File: config.mk
export PLATFORM = sky130hd
export DESIGN_NAME = mem_port_arbiter_flat
export DESIGN_NICKNAME = d
export VERILOG_FILES = /design/src/rtl/mem_port_arbiter_if.sv /design/src/rtl/mem_port_arbiter.sv /design/src/flat_wrapper.sv
export SDC_FILE = /design/constraint.sdc
export NUM_CORES = 1
export LEC_CHECK = 0
export BUFFER_PORTS_ARGS = -buffer_cell sky130_fd_sc_hd__buf_2
export CAP_MARGIN = 20
export CELL_PAD_IN_SITES_DETAIL_PLACEMENT = 1
export CELL_PAD_IN_SITES_GLOBAL_PLACEMENT = 1
export CORE_ASPECT_RATIO = 0.7
export CORE_MARGIN = 5
export CORE_UTILIZATION = 37
export CTS_BUF_LIST = sky130_fd_sc_hd__clkbuf_2
export CTS_CLUSTER_DIAMETER = 80
export CTS_CLUSTER_SIZE = 12
export DETAILED_ROUTE_END_ITERATION = 7
export GPL_TIMING_DRIVEN = 0
export PLACE_DENSITY_LB_ADDON = 0.1
export SETUP_SLACK_MARGIN = 0.02
export SYNTH_ARGS = -nofsm -noshare
export SYNTH_HDL_FRONTEND = slang
export SYNTH_SLANG_ARGS = --single-unit
export TNS_END_PERCENT = 20
File: constraint.sdc
create_clock -name clk -period 6.7 [get_ports clk]
set_input_delay 2.01 -clock clk [delete_from_list [all_inputs] [get_ports clk]]
set_output_delay 2.01 -clock clk [all_outputs]
set_load 0.03 [all_outputs]
File: src/rtl/mem_port_arbiter_if.sv
// Bundle of the IF/MEM requester handshakes, the memory-side port and the stall outputs.
// slave is the arbiter's view; master is the pipeline/memory environment.
interface mem_port_arbiter_if #(
    parameter int ADDR_W = 32,
    parameter int DATA_W = 32
);
    logic              instr_req;
    logic [ADDR_W-1:0] instr_addr;
    logic [DATA_W-1:0] instr_rdata;
    logic              instr_ack;

    logic              data_req;
    logic              data_we;
    logic [ADDR_W-1:0] data_addr;
    logic [DATA_W-1:0] data_wdata;
    logic [DATA_W-1:0] data_rdata;
    logic              data_ack;

    logic              mem_req;
    logic              mem_we;
    logic [ADDR_W-1:0] mem_addr;
    logic [DATA_W-1:0] mem_wdata;
    logic [DATA_W-1:0] mem_rdata;
    logic              mem_ready;

    logic              stall_if;
    logic              stall_mem;

    modport slave (
        input  instr_req, instr_addr, data_req, data_we, data_addr, data_wdata,
        input  mem_rdata, mem_ready,
        output instr_rdata, instr_ack, data_rdata, data_ack,
        output mem_req, mem_we, mem_addr, mem_wdata,
        output stall_if, stall_mem
    );

    modport master (
        output instr_req, instr_addr, data_req, data_we, data_addr, data_wdata,
        output mem_rdata, mem_ready,
        input  instr_rdata, instr_ack, data_rdata, data_ack,
        input  mem_req, mem_we, mem_addr, mem_wdata,
        input  stall_if, stall_mem
    );
endinterface

File: src/rtl/mem_port_arbiter.sv
// Shares one variable-latency single-port memory between instruction fetch and load/store.
// Data wins ties unless it won the previous grant, so IF cannot be starved.
module mem_port_arbiter #(
    parameter int ADDR_W = 32,
    parameter int DATA_W = 32
) (
    input  logic               clk,
    input  logic               rst,
    mem_port_arbiter_if.slave  bus
);
    typedef enum logic [1:0] {IDLE, IBUSY, DBUSY} state_t;
    typedef enum logic {INSTR, DATA} grant_t;

    state_t            state;
    grant_t            last_grant;
    logic              mem_req;
    logic              mem_we;
    logic [ADDR_W-1:0] mem_addr;
    logic [DATA_W-1:0] mem_wdata;
    logic              instr_ack;
    logic              data_ack;
    logic [DATA_W-1:0] instr_rdata;
    logic [DATA_W-1:0] data_rdata;

    // A requester whose ack is showing this cycle is finishing, not asking again.
    logic instr_elig;
    logic data_elig;
    assign instr_elig = bus.instr_req & ~instr_ack;
    assign data_elig  = bus.data_req  & ~data_ack;

    always_ff @(posedge clk or posedge rst) begin
        if (rst) begin
            state       <= IDLE;
            last_grant  <= INSTR;
            mem_req     <= 1'b0;
            mem_we      <= 1'b0;
            mem_addr    <= '0;
            mem_wdata   <= '0;
            instr_ack   <= 1'b0;
            data_ack    <= 1'b0;
            instr_rdata <= '0;
            data_rdata  <= '0;
        end else begin
            instr_ack <= 1'b0;
            data_ack  <= 1'b0;
            case (state)
                IDLE: begin
                    if (data_elig && !(instr_elig && last_grant == DATA)) begin
                        state      <= DBUSY;
                        last_grant <= DATA;
                        mem_req    <= 1'b1;
                        mem_we     <= bus.data_we;
                        mem_addr   <= bus.data_addr;
                        mem_wdata  <= bus.data_wdata;
                    end else if (instr_elig) begin
                        state      <= IBUSY;
                        last_grant <= INSTR;
                        mem_req    <= 1'b1;
                        mem_we     <= 1'b0;
                        mem_addr   <= bus.instr_addr;
                    end
                end
                IBUSY: begin
                    if (bus.mem_ready) begin
                        state       <= IDLE;
                        mem_req     <= 1'b0;
                        mem_we      <= 1'b0;
                        instr_ack   <= 1'b1;
                        instr_rdata <= bus.mem_rdata;
                    end
                end
                DBUSY: begin
                    if (bus.mem_ready) begin
                        state      <= IDLE;
                        mem_req    <= 1'b0;
                        mem_we     <= 1'b0;
                        data_ack   <= 1'b1;
                        data_rdata <= bus.mem_rdata;
                    end
                end
                default: state <= IDLE;
            endcase
        end
    end

    assign bus.mem_req     = mem_req;
    assign bus.mem_we      = mem_we;
    assign bus.mem_addr    = mem_addr;
    assign bus.mem_wdata   = mem_wdata;
    assign bus.instr_ack   = instr_ack;
    assign bus.data_ack    = data_ack;
    assign bus.instr_rdata = instr_rdata;
    assign bus.data_rdata  = data_rdata;
    assign bus.stall_if    = bus.instr_req & ~instr_ack;
    assign bus.stall_mem   = bus.data_req & ~data_ack;
endmodule

File: src/flat_wrapper.sv
// flat-port wrapper written by rule: the top's interface ports become plain ports
module mem_port_arbiter_flat 
#(
    parameter int ADDR_W = 32,
    parameter int DATA_W = 32
)
  (clk, rst, bus_instr_req, bus_instr_addr, bus_data_req, bus_data_we, bus_data_addr, bus_data_wdata, bus_mem_rdata, bus_mem_ready, bus_instr_rdata, bus_instr_ack, bus_data_rdata, bus_data_ack, bus_mem_req, bus_mem_we, bus_mem_addr, bus_mem_wdata, bus_stall_if, bus_stall_mem);
  mem_port_arbiter_if #(.ADDR_W(ADDR_W), .DATA_W(DATA_W)) bus_i ();
  input  logic clk;
  input  logic rst;
  input wire logic [$bits(bus_i.instr_req)-1:0] bus_instr_req;
  input wire logic [$bits(bus_i.instr_addr)-1:0] bus_instr_addr;
  input wire logic [$bits(bus_i.data_req)-1:0] bus_data_req;
  input wire logic [$bits(bus_i.data_we)-1:0] bus_data_we;
  input wire logic [$bits(bus_i.data_addr)-1:0] bus_data_addr;
  input wire logic [$bits(bus_i.data_wdata)-1:0] bus_data_wdata;
  input wire logic [$bits(bus_i.mem_rdata)-1:0] bus_mem_rdata;
  input wire logic [$bits(bus_i.mem_ready)-1:0] bus_mem_ready;
  output wire logic [$bits(bus_i.instr_rdata)-1:0] bus_instr_rdata;
  output wire logic [$bits(bus_i.instr_ack)-1:0] bus_instr_ack;
  output wire logic [$bits(bus_i.data_rdata)-1:0] bus_data_rdata;
  output wire logic [$bits(bus_i.data_ack)-1:0] bus_data_ack;
  output wire logic [$bits(bus_i.mem_req)-1:0] bus_mem_req;
  output wire logic [$bits(bus_i.mem_we)-1:0] bus_mem_we;
  output wire logic [$bits(bus_i.mem_addr)-1:0] bus_mem_addr;
  output wire logic [$bits(bus_i.mem_wdata)-1:0] bus_mem_wdata;
  output wire logic [$bits(bus_i.stall_if)-1:0] bus_stall_if;
  output wire logic [$bits(bus_i.stall_mem)-1:0] bus_stall_mem;
  assign bus_i.instr_req = bus_instr_req;
  assign bus_i.instr_addr = bus_instr_addr;
  assign bus_i.data_req = bus_data_req;
  assign bus_i.data_we = bus_data_we;
  assign bus_i.data_addr = bus_data_addr;
  assign bus_i.data_wdata = bus_data_wdata;
  assign bus_i.mem_rdata = bus_mem_rdata;
  assign bus_i.mem_ready = bus_mem_ready;
  assign bus_instr_rdata = bus_i.instr_rdata;
  assign bus_instr_ack = bus_i.instr_ack;
  assign bus_data_rdata = bus_i.data_rdata;
  assign bus_data_ack = bus_i.data_ack;
  assign bus_mem_req = bus_i.mem_req;
  assign bus_mem_we = bus_i.mem_we;
  assign bus_mem_addr = bus_i.mem_addr;
  assign bus_mem_wdata = bus_i.mem_wdata;
  assign bus_stall_if = bus_i.stall_if;
  assign bus_stall_mem = bus_i.stall_mem;
  mem_port_arbiter #(.ADDR_W(ADDR_W), .DATA_W(DATA_W)) u_core (.clk(clk), .rst(rst), .bus(bus_i));
endmodule
==> flow_metrics.env <==
export IMPL_start_util_pct=38.1
export IMPL_p_leak_nw=3.97
export IMPL_crit_top_cell="sky130_fd_sc_hd__buf_2"
export IMPL_worstHoldPathType="reg -> reg"
export IMPL_clockBufferDepth=2
export IMPL_clock_tree_root_driver_cell="sky130_fd_sc_hd__clkbuf_2"
export IMPL_cts_htree_levels=4
export IMPL_run_status="complete, no violations"
export IMPL_timing_critical_path_buf_inv=4
export IMPL_yosysTopAreaCell="sky130_fd_sc_hd__dfrtp_1"
export IMPL_cts_repair_timing_setup_buffer_count=0
export IMPL_multiInputGateArea_mm2=0.00224
export IMPL_setup_viol=0
export IMPL_dp_slack_ps=1900
export IMPL_startpoint_type="input pin"
export IMPL_unrepaired_setup_endpoints_after_global_routing="false"
export IMPL_regArea_mm2=0.00338
export IMPL_area_after_dpl_mm2=0.00759
export IMPL_worst_setup_path_type="in -> out"
export IMPL_setup_ws_ps=1910
export IMPL_via_count_of_the_first_global_routing_pass=5585
export IMPL_clock_latency_of_the_later_clocked_register_in_the_worst_skew_pair_ps=740
export IMPL_fp_dieArea_mm2=0.0188
export IMPL_setup_reg_to_reg_worst_slack_ps=4610
export IMPL_p_clk_share_pct=12.4
export IMPL_postSynthRegisterBits=135
export IMPL_share_of_yosys_cell_area_claimed_by_the_top_area_cell_type_pct=56.6
export IMPL_tritoncts="yes"
export IMPL_final_nets=892
export IMPL_area_overhead_vs_synth_pct=31.3
export IMPL_first_iter_violations=191
export IMPL_crit_path_max_incr_delay_ps=240
export IMPL_cp_top_family="buffers and inverters"
export IMPL_dieHeight_um=116
export IMPL_chipWidth_um=162
export IMPL_intPower_w=0.00219
export IMPL_cp_max_fo=7
export IMPL_postSynthNetCount=605
export IMPL_synth_enable_flop_cells=0
export IMPL_yosysSeqAreaShare_pct=56.6
export IMPL_yosysMostFrequentCell="sky130_fd_sc_hd__dfrtp_1"
export IMPL_finished_cell_area_mm2=0.00784
export IMPL_critPathSlowestCell="sky130_fd_sc_hd__buf_2"
export IMPL_period_minus_slack_ps=4790
export IMPL_routedWlPerCell_um=20.1
export IMPL_power_share_sequential_pct=33.7
export IMPL_grt_remaining_overflow=0
export IMPL_grt_first_pass_wirelength_mm=30.5
export IMPL_fin_skew_ps=58.3
export IMPL_num_rows=38
export IMPL_gp_routability_congestion=0.795
export IMPL_cp_end_kind="output pin"
export IMPL_cp_cell_sequence="buf_2 > nand2b_1 > buf_4 > inv_1 > buf_2"
export IMPL_worst_path_required_time_ps=4690
export IMPL_synth_warnings=0
export IMPL_async_flop_share_pct=100
export IMPL_half_perimeter_wire_length_after_placement_mm=15.0
export IMPL_max_cap_violations=0
export IMPL_power_combinational_fraction_pct=54.0
export IMPL_switching_power_w=0.00207
export IMPL_ioPinCount=268
export IMPL_finalPower_w=0.00426
export IMPL_worst_pin_slew_ps=586
export IMPL_worst_slew_margin_rel_pct=60.9
export IMPL_synthesis_instances=467
export IMPL_clk_pin_slew_ps=180
export IMPL_power_switching_share_pct=48.6
export IMPL_final_hold_worst_slack_ps=513
export IMPL_grt_antenna_before_repair=3
export IMPL_synth_top_cells_by_area="sky130_fd_sc_hd__dfrtp_1 57%, sky130_fd_sc_hd__mux2_2 18%, sky130_fd_sc_hd__and3b_1 4.8%"
export IMPL_finalWirelength_mm=19.5
export IMPL_report_final_hold_viol_count=0
export IMPL_yosysUniqueCellTypes=31
export IMPL_synth_main_ff_cell="sky130_fd_sc_hd__dfrtp_1"
export IMPL_powerDensity_mw_per_mm2=543
export IMPL_grt_overall_usage_pct=20.9
export IMPL_postCtsHoldBufs=0
export IMPL_detailedRoute_firstPassIterationCount=5
export IMPL_synth_commonest_cells="135 x sky130_fd_sc_hd__dfrtp_1, 95 x sky130_fd_sc_hd__mux2_2, 40 x sky130_fd_sc_hd__inv_1"
export IMPL_ir_drop_mv=0.260
export IMPL_fin_crit_sh_pct=71.5
export IMPL_core_mm2=0.0157
export IMPL_antenna_left=0
export IMPL_vias=5041
export IMPL_post_route_cells_drive_above_1_share_pct=54.0
export IMPL_report_final_slew_viol_count=0
export IMPL_post_cts_sizing_count=0
export IMPL_grt_max_degree=83
export IMPL_numPortBuffers=267
export IMPL_timing_critical_path_arrival_ps=2780
export IMPL_cts_made_buffers=17
export IMPL_vias_per_cell=5.21
export IMPL_num_fill_cells=1763
export IMPL_cts_sink_count=135
export IMPL_synthesis_area_per_instance_um2=12.8
export IMPL_route_detailed_drc=0
export IMPL_synthesis_area_mm2=0.00597
export IMPL_fmax_mhz=209
flip-flops by register name, summed over array words and instances, names as in the netlist, 2 cells and up:
signal,count
u_core.bus.data_rdata,32
u_core.bus.instr_rdata,32
u_core.bus.mem_addr,32
u_core.state,2
u_core.bus.mem_wdata,32
path summary, 6_finish.rpt:
path | from | endpoint | cells past startpoint
min in group asynchronous | rst | u_core.bus.mem_wdata[18] | 2
worst min register to register | u_core.bus.mem_wdata[27] | u_core.bus.mem_wdata[27] | 1
worst max-delay path | bus_data_req | bus_stall_mem | 5
max in group asynchronous | rst | u_core.bus.mem_addr[31] | 3
worst min-delay path | u_core.bus.mem_wdata[27] | u_core.bus.mem_wdata[27] | 1
worst max register to register | u_core.state[1] | u_core.bus.mem_wdata[30] | 6
placed cells by master, fill, tap and decap left out, drive strengths merged, types with 2 or more instances in the layout:
master	n
buf	286
dfrtp	135
mux2	96
inv	48
clkbuf	39
o21ai	34
and3b	33
a221oi	32
a22oi	32
clkinv	5
ha	4
nand2	2
nand2b	2
nor2	2
nand3	2
bufinv	2
clkinvlp	2
per-stage QoR:
stage / util, % / std cells / TNS [ps]
after global routing: 50.0 / 968 / 0
after floorplan: - / 467 / 0
after detailed placement: 48.4 / 935 / 0
after global placement: 48.2 / 934 / -64990
final: 50.0 / 968 / 0
after CTS: 50.0 / 967 / 0
cell families (layout without fill, tap and decap cells):
logic type | after synthesis | in the layout | synth area share, %
adder cells (fa/ha/maj) | 4 | 4 | 0.838
other | 0 | 1 | 0
flip-flops | 135 | 135 | 56.6
AO/OA/AOI/OAI | 105 | 105 | 12.5
multiplexers | 96 | 96 | 18.1
AND/OR/NAND/NOR | 45 | 45 | 6.07
buffers and inverters | 82 | 382 | 5.89
metal layers:
metal | routed length (um) | share of wire, % | vias to the layer above | GRT usage, %
li1 | - | - | 2282 | -
met1 | 8030 | 41 | 2526 | 25.6
met2 | 9360 | 48 | 196 | 33.8
met3 | 1700 | 8.7 | 33 | 8.29
met4 | 360 | 1.8 | 4 | 7.89
met5 | 27 | 0.14 | - | 0
worst register-to-register path, delay by kind of cell, from the launching register on:
family | cells | cell delay (ps)
adder cells (fa/ha/maj) | 1 | 300
buffers and inverters | 3 | 480
flip-flops | 1 | 450
multiplexers | 1 | 340
AND/OR/NAND/NOR | 1 | 440
final cells by class:
cell class / instances / share of cell area (%)
tap: 200 / 3.19
inverter: 42 / 2.07
clock buffer: 17 / 1.08
clock inverter: 15 / 2.09
timing repair buffer: 268 / 17.4
multi-input combinational: 250 / 28.6
sequential: 135 / 43.1
antenna: 1 / 0.0319
buffer: 40 / 2.47
power by group through the flow:
stage / clock (W) / sequential (W) / combinational (W)
3_3_place_gp: 0 / 0.00142 / 0.00227
4_1_cts: 0.000547 / 0.00144 / 0.00233
5_1_grt: 0.000590 / 0.00149 / 0.00245
3_5_place_dp: 0 / 0.00145 / 0.00233
2_1_floorplan: 0 / 0.00224 / 0.000773
6_report: 0.000527 / 0.00143 / 0.00230
Note: power is estimated with default switching activity, not from simulation.
